`src/rtl/riscv_pkg.sv`:
```
// rtl/riscv_pkg.sv - shared core constants and store buffer drain states
package riscv_pkg;

   localparam int XLEN     = 32;
   localparam int SB_DEPTH = 4;

   typedef enum logic [1:0] {
      SB_IDLE  = 2'd0,
      SB_DRAIN = 2'd1,
      SB_DONE  = 2'd2
   } sb_state_e;

endpackage

```
`src/rtl/store_buffer_if.sv`:
```
// rtl/store_buffer_if.sv - store intake and data memory write channels of the store buffer
interface store_buffer_if #(
   parameter int XLEN = riscv_pkg::XLEN
);
   logic            st_valid_i;
   logic [XLEN-1:0] st_addr_i;
   logic [XLEN-1:0] st_data_i;
   logic            st_ready_o;
   logic            mem_valid_o;
   logic [XLEN-1:0] mem_addr_o;
   logic [XLEN-1:0] mem_data_o;
   logic            mem_ready_i;

   // store buffer side
   modport slave (
      input  st_valid_i, st_addr_i, st_data_i, mem_ready_i,
      output st_ready_o, mem_valid_o, mem_addr_o, mem_data_o
   );

   // core / memory side
   modport master (
      output st_valid_i, st_addr_i, st_data_i, mem_ready_i,
      input  st_ready_o, mem_valid_o, mem_addr_o, mem_data_o
   );
endinterface

```
`src/rtl/store_buffer_fwd.sv`:
```
// rtl/store_buffer_fwd.sv - load forwarding: word match against buffered stores, youngest wins
module store_buffer_fwd #(
   parameter int DEPTH = riscv_pkg::SB_DEPTH,
   parameter int XLEN  = riscv_pkg::XLEN
) (
   input  logic [DEPTH-1:0][XLEN-1:0] addr_i,
   input  logic [DEPTH-1:0][XLEN-1:0] data_i,
   input  logic [$clog2(DEPTH)-1:0]   rd_ptr_i,
   input  logic [$clog2(DEPTH):0]     count_i,
   input  logic [XLEN-1:0]            ld_addr_i,
   output logic                       hit_o,
   output logic [XLEN-1:0]            data_o
);
   localparam int PW = $clog2(DEPTH);
   localparam int CW = PW + 1;

   logic [PW-1:0] idx;
   logic          unused_byte_bits;

   // byte offset within the word does not take part in the match
   assign unused_byte_bits = ^{ld_addr_i[1:0], addr_i};

   // walk entries oldest to youngest so a later match overrides an earlier one
   always_comb begin
      hit_o  = 1'b0;
      data_o = '0;
      idx    = rd_ptr_i;
      for (int i = 0; i < DEPTH; i++) begin
         idx = rd_ptr_i + PW'(i);
         if ((CW'(i) < count_i) && (addr_i[idx][XLEN-1:2] == ld_addr_i[XLEN-1:2])) begin
            hit_o  = 1'b1;
            data_o = data_i[idx];
         end
      end
   end
endmodule

```
`src/rtl/store_buffer.sv`:
```
// rtl/store_buffer.sv - in-order store buffer with fence drain; load forwarding under STORE_BUF_FWD_EN
module store_buffer #(
   parameter int DEPTH = riscv_pkg::SB_DEPTH,
   parameter int XLEN  = riscv_pkg::XLEN
) (
   input  logic                   clk_i,
   input  logic                   rstn_i,
   store_buffer_if.slave          sb,
   input  logic [XLEN-1:0]        ld_addr_i,
   output logic                   ld_hit_o,
   output logic [XLEN-1:0]        ld_data_o,
   input  logic                   drain_i,
   output logic                   drain_done_o,
   output logic [$clog2(DEPTH):0] count_o
);
   import riscv_pkg::*;

   localparam int PW = $clog2(DEPTH);
   localparam int CW = PW + 1;

   logic [DEPTH-1:0][XLEN-1:0] addr_q;
   logic [DEPTH-1:0][XLEN-1:0] data_q;
   logic [PW-1:0]              wr_ptr_q;
   logic [PW-1:0]              rd_ptr_q;
   logic [CW-1:0]              count_q;
   sb_state_e                  state_q;
   sb_state_e                  state_d;
   logic                       full;
   logic                       empty;
   logic                       push;
   logic                       pop;

   assign full  = (count_q == CW'(DEPTH));
   assign empty = (count_q == '0);

   // a full buffer never accepts, even if the head leaves this cycle
   assign sb.st_ready_o  = !full && (state_q == SB_IDLE);
   assign push           = sb.st_valid_i && sb.st_ready_o;
   assign sb.mem_valid_o = !empty;
   assign pop            = sb.mem_valid_o && sb.mem_ready_i;
   assign sb.mem_addr_o  = addr_q[rd_ptr_q];
   assign sb.mem_data_o  = data_q[rd_ptr_q];
   assign count_o        = count_q;

   // entry storage is not reset; occupancy alone decides what is valid
   always_ff @(posedge clk_i) begin
      if (push) begin
         addr_q[wr_ptr_q] <= sb.st_addr_i;
         data_q[wr_ptr_q] <= sb.st_data_i;
      end
   end

   // pointers wrap naturally since DEPTH is a power of two
   always_ff @(posedge clk_i or negedge rstn_i) begin
      if (!rstn_i) begin
         wr_ptr_q <= '0;
         rd_ptr_q <= '0;
         count_q  <= '0;
      end else begin
         if (push) wr_ptr_q <= wr_ptr_q + 1'b1;
         if (pop)  rd_ptr_q <= rd_ptr_q + 1'b1;
         case ({push, pop})
            2'b10:   count_q <= count_q + 1'b1;
            2'b01:   count_q <= count_q - 1'b1;
            default: count_q <= count_q;
         endcase
      end
   end

   // drain state register
   always_ff @(posedge clk_i or negedge rstn_i) begin
      if (!rstn_i) state_q <= SB_IDLE;
      else         state_q <= state_d;
   end

   // drain sequencing: a fence waits for the buffer to empty, then pulses done
   always_comb begin
      state_d      = state_q;
      drain_done_o = 1'b0;
      case (state_q)
         SB_IDLE:  if (drain_i) state_d = SB_DRAIN;
         SB_DRAIN: if (empty && !push) state_d = SB_DONE;
         SB_DONE: begin
            drain_done_o = 1'b1;
            state_d      = SB_IDLE;
         end
         default:  state_d = SB_IDLE;
      endcase
   end

`ifdef STORE_BUF_FWD_EN
   store_buffer_fwd #(
      .DEPTH (DEPTH),
      .XLEN  (XLEN)
   ) u_fwd (
      .addr_i    (addr_q),
      .data_i    (data_q),
      .rd_ptr_i  (rd_ptr_q),
      .count_i   (count_q),
      .ld_addr_i (ld_addr_i),
      .hit_o     (ld_hit_o),
      .data_o    (ld_data_o)
   );
`else
   logic unused_ld_addr;
   assign unused_ld_addr = ^ld_addr_i;
   assign ld_hit_o       = 1'b0;
   assign ld_data_o      = '0;
`endif
endmodule

```
`src/flat_wrapper.sv`:
```
// flat-port wrapper written by rule: the top's interface ports become plain ports
module store_buffer_flat import riscv_pkg::*;
#(
   parameter int DEPTH = riscv_pkg::SB_DEPTH,
   parameter int XLEN  = riscv_pkg::XLEN
)
  (clk_i, rstn_i, ld_addr_i, ld_hit_o, ld_data_o, drain_i, drain_done_o, count_o, sb_st_valid_i, sb_st_addr_i, sb_st_data_i, sb_mem_ready_i, sb_st_ready_o, sb_mem_valid_o, sb_mem_addr_o, sb_mem_data_o);
  store_buffer_if #(.XLEN(XLEN)) sb_i ();
  input  logic clk_i;
  input  logic rstn_i;
  input  logic [XLEN-1:0] ld_addr_i;
  output logic ld_hit_o;
  output logic [XLEN-1:0] ld_data_o;
  input  logic drain_i;
  output logic drain_done_o;
  output logic [$clog2(DEPTH):0] count_o;
  input wire logic [$bits(sb_i.st_valid_i)-1:0] sb_st_valid_i;
  input wire logic [$bits(sb_i.st_addr_i)-1:0] sb_st_addr_i;
  input wire logic [$bits(sb_i.st_data_i)-1:0] sb_st_data_i;
  input wire logic [$bits(sb_i.mem_ready_i)-1:0] sb_mem_ready_i;
  output wire logic [$bits(sb_i.st_ready_o)-1:0] sb_st_ready_o;
  output wire logic [$bits(sb_i.mem_valid_o)-1:0] sb_mem_valid_o;
  output wire logic [$bits(sb_i.mem_addr_o)-1:0] sb_mem_addr_o;
  output wire logic [$bits(sb_i.mem_data_o)-1:0] sb_mem_data_o;
  assign sb_i.st_valid_i = sb_st_valid_i;
  assign sb_i.st_addr_i = sb_st_addr_i;
  assign sb_i.st_data_i = sb_st_data_i;
  assign sb_i.mem_ready_i = sb_mem_ready_i;
  assign sb_st_ready_o = sb_i.st_ready_o;
  assign sb_mem_valid_o = sb_i.mem_valid_o;
  assign sb_mem_addr_o = sb_i.mem_addr_o;
  assign sb_mem_data_o = sb_i.mem_data_o;
  store_buffer #(.DEPTH(DEPTH), .XLEN(XLEN)) u_core (.clk_i(clk_i), .rstn_i(rstn_i), .sb(sb_i), .ld_addr_i(ld_addr_i), .ld_hit_o(ld_hit_o), .ld_data_o(ld_data_o), .drain_i(drain_i), .drain_done_o(drain_done_o), .count_o(count_o));
endmodule
```
`config.mk`:
```
export PLATFORM = sky130hd
export DESIGN_NAME = store_buffer_flat
export DESIGN_NICKNAME = d
export VERILOG_FILES = /design/src/rtl/riscv_pkg.sv /design/src/rtl/store_buffer_if.sv /design/src/rtl/store_buffer_fwd.sv /design/src/rtl/store_buffer.sv /design/src/flat_wrapper.sv
export SDC_FILE = /design/constraint.sdc
export NUM_CORES = 1
export LEC_CHECK = 0
export BUFFER_PORTS_ARGS = -buffer_cell sky130_fd_sc_hd__clkbuf_2
export CAP_MARGIN = 15
export CORE_MARGIN = 2
export CORE_UTILIZATION = 49
export CTS_BUF_LIST = sky130_fd_sc_hd__clkbuf_4 sky130_fd_sc_hd__clkbuf_8 sky130_fd_sc_hd__clkbuf_16
export DETAILED_ROUTE_END_ITERATION = 16
export PLACE_DENSITY = 0.72
export SLEW_MARGIN = 15
export SYNTH_ARGS = -nofsm -noshare
export SYNTH_HDL_FRONTEND = slang
export SYNTH_HIERARCHICAL = 1
export SYNTH_SLANG_ARGS = --single-unit
```
`constraint.sdc`:
```
create_clock -name clk_i -period 2.9 [get_ports clk_i]
set_input_delay 0.29 -clock clk_i [delete_from_list [all_inputs] [get_ports clk_i]]
set_output_delay 0.29 -clock clk_i [all_outputs]
set_load 0.01 [all_outputs]
```
==> impl_metrics.toml <==
[pwr]
leakagePower_uw = 0.00446
powerDensity_nw_per_um2 = 904
p_total_uw = 11300
ir_worst_vdd_mv = 0.703

[timing]
fmax_mhz = 399
period_needed_ns = 2.51
rsz0062_at_grt = "no"
finalSetupTns_ns = 0
worst_pin_slew_ns = 1.01
hold_viol = 0
worst_slack_ns = 0.391
hold_slack_ns = 0.0457
finalSetupViolCount = 0
slew_headroom_pct = 32.8
period_share_pct = 86.5
clock_skew_ns = 0.0213
drv_slew = 0

[clock_tree]
cts_tree = "built"
cts_max_path_buffers = 3
postCtsSetupBuffers = 0
clkTransAtPathRegs_ns = 0.06
cts_made_buffers = 27
cts.sinks = 265
hold_buffers = 65
cts_resized = 0
htree_levels = 1
clock_latency_ns = 0.53
cts_root_buf = "clkbuf_16"

[worst_setup_path]
timing.rr.start = "u_core/count_o[2]$_DFFE_PN0P_"
worstPathCellList = "mux4_2 > clkbuf_2"
cp-end-kind = "output port"
critPathLaunch = "u_core/rd_ptr_q[1]$_DFFE_PN0P_"
crit_path_max_incr_delay_ns = 1.09
cp_max_fo = 65
startpoint_type = "register"
critPathTopFamily = "flip-flops"
path_class = "reg -> out"
crit_path_top_delay_cell = "dfrtp_4"
cp.required_ns = 2.61
reg2regPathDepth = 4
crit_cells = 2
cp.arrival_ns = 2.22
cp_num_buf_inv = 1

[placement]
portBuffers = 138
hpwl_mm = 10.4
pre_cts_ws_ns = 0.631
routabilityCongestion = 0.751
dp.cells = 819

[synth]
synth-edff-count = 256
syn_avg_cell_area_sq_um = 24.2
yosys_warnings = 6
synth.cell_area_sq_um = 10000
synth_flop_cell = "edfxtp_1"
ys_async_sr_fraction_pct = 3.40
ys_seq_area_share_pct = 79.0
ys_types = 25
synthDominantCellAreaShare_pct = 76.8
ys_ff_latch = 265
syn_inst = 413
synthTopCellsByArea = "edfxtp_1, mux4_2, buf_4"
synth.most_common_cell = "edfxtp_1"
synth_common_cells = "edfxtp_1, mux4_2, buf_4, dfrtp_1, buf_2"
yosysTopAreaCell = "edfxtp_1"

[floorplan]
die_area_sq_um = 21600
rows = 52
die_h_um = 147
ios = 204
core_area_sq_um = 20200
die_w_um = 147
start_util_pct = 49.6

[status]
status = "finished clean"

[final_layout]
layout-drive-gt1-share_pct = 40.6
n_antenna_cell = 0
stdcell_count = 933
syn2layout_area_growth_pct = 25.1
nFillCells = 1408
layout.nets = 750

[global_route]
grt_overflow_total = 0
grt_pass1_vias = 5252
grt_usage_pct = 17.0
grt_start_max_net_pins = 66
antenna_found_initial = 0
grt_pass1_wl_mm = 28.3

[hold_path]
hp-class = "in -> reg"
min_path_cells = 3
min_from = "sb_mem_ready_i"

[routing]
routedWlPerCell_um = 19.1
drc = 0
detail-route-antenna-nets = 0
first_pass_iters = 4
wl_mm = 17.8
drt_iter0_drc = 280
viasPerCell = 5.10
vias = 4760

[run]
maxCapViolations = 0
[worst paths after layout]
kind                            slack (ns)                              to
worst min-delay path                  0.05  u_core/rd_ptr_q[1]$_DFFE_PN0P_
worst min register to register        0.54   u_core/count_o[2]$_DFFE_PN0P_
worst max-delay path                  0.39               sb_mem_data_o[31]
max in group asynchronous             2.49  u_core/rd_ptr_q[0]$_DFFE_PN0P_
min in group asynchronous             0.17   u_core/state_q[1]$_DFFE_PN0P_
worst max register to register        0.67     u_core/addr_q[24]$_DFFE_PP_
[logic make-up (layout without fill, tap and decap cells)]
group | count (synthesis) | count (layout) | synth area share [%]
other | 1 | 33 | 0.0375
muxes | 67 | 67 | 14.7
DFF | 265 | 265 | 79.0
buffers and inverters | 54 | 272 | 3.80
and+or+nand+nor | 14 | 14 | 1.07
xor gates and xnor gates | 6 | 6 | 0.525
adders and majority gates | 6 | 6 | 0.825
[per-layer routing]
metal / wire length [um] / GRT usage (%) / vias up
met5: 0 / 0 / -
met4: 302 / 4.42 / 0
met3: 1160 / 3.98 / 25
met2: 9330 / 29.7 / 163
met1: 7030 / 21.6 / 2460
li1: - / - / 2112
[sequential cells by signal, indices dropped and copies added, names as in the netlist]
register and cells:
u_core/addr_q 128, u_core/count_o 3, u_core/data_q 128, u_core/rd_ptr_q 2, u_core/state_q 2, u_core/wr_ptr_q 2
[report_power, final]
group	internal [uW]	switching (uW)	total (uW)
combinational	1510	1420	2930
clock	2080	1340	3420
sequential	4630	341	4980
[tightest hold or removal path, stage by stage]
cell	delay, ns
clkbuf_2	0.09
nand3_1	0.09
xnor2_1	0.06
[placed cells by master, fill, tap and decap left out, types with 6 or more instances in the layout]
cell type and instances:
clkbuf_2 138, clkbuf_16 27, edfxtp_1 256, conb_1 33
dlygate4sd3_1 65, dfrtp_1 7, inv_1 6, buf_4 10
mux4_2 64, clkinv_2 7
[per-stage QoR]
stage / cell area [sq um] / utilization (%)
after floorplan: 10100 / -
after global placement: 11000 / 54.4
after detailed placement: 11000 / 54.4
after CTS: 12500 / 62.1
after global routing: 12500 / 62.1
final: 12500 / 62.1
[cell type report]
cell class,instances,area (sq um),share of cell area [%]
flip-flops and latches,265,7920,63.2
well taps,270,338,2.70
clock inverters,19,198,1.58
inverters,6,22.5,0.180
repair buffers,217,1500,12.0
multi-input cells,126,1850,14.8
clock buffers,30,698,5.58
(Power assumes the default switching activity.)
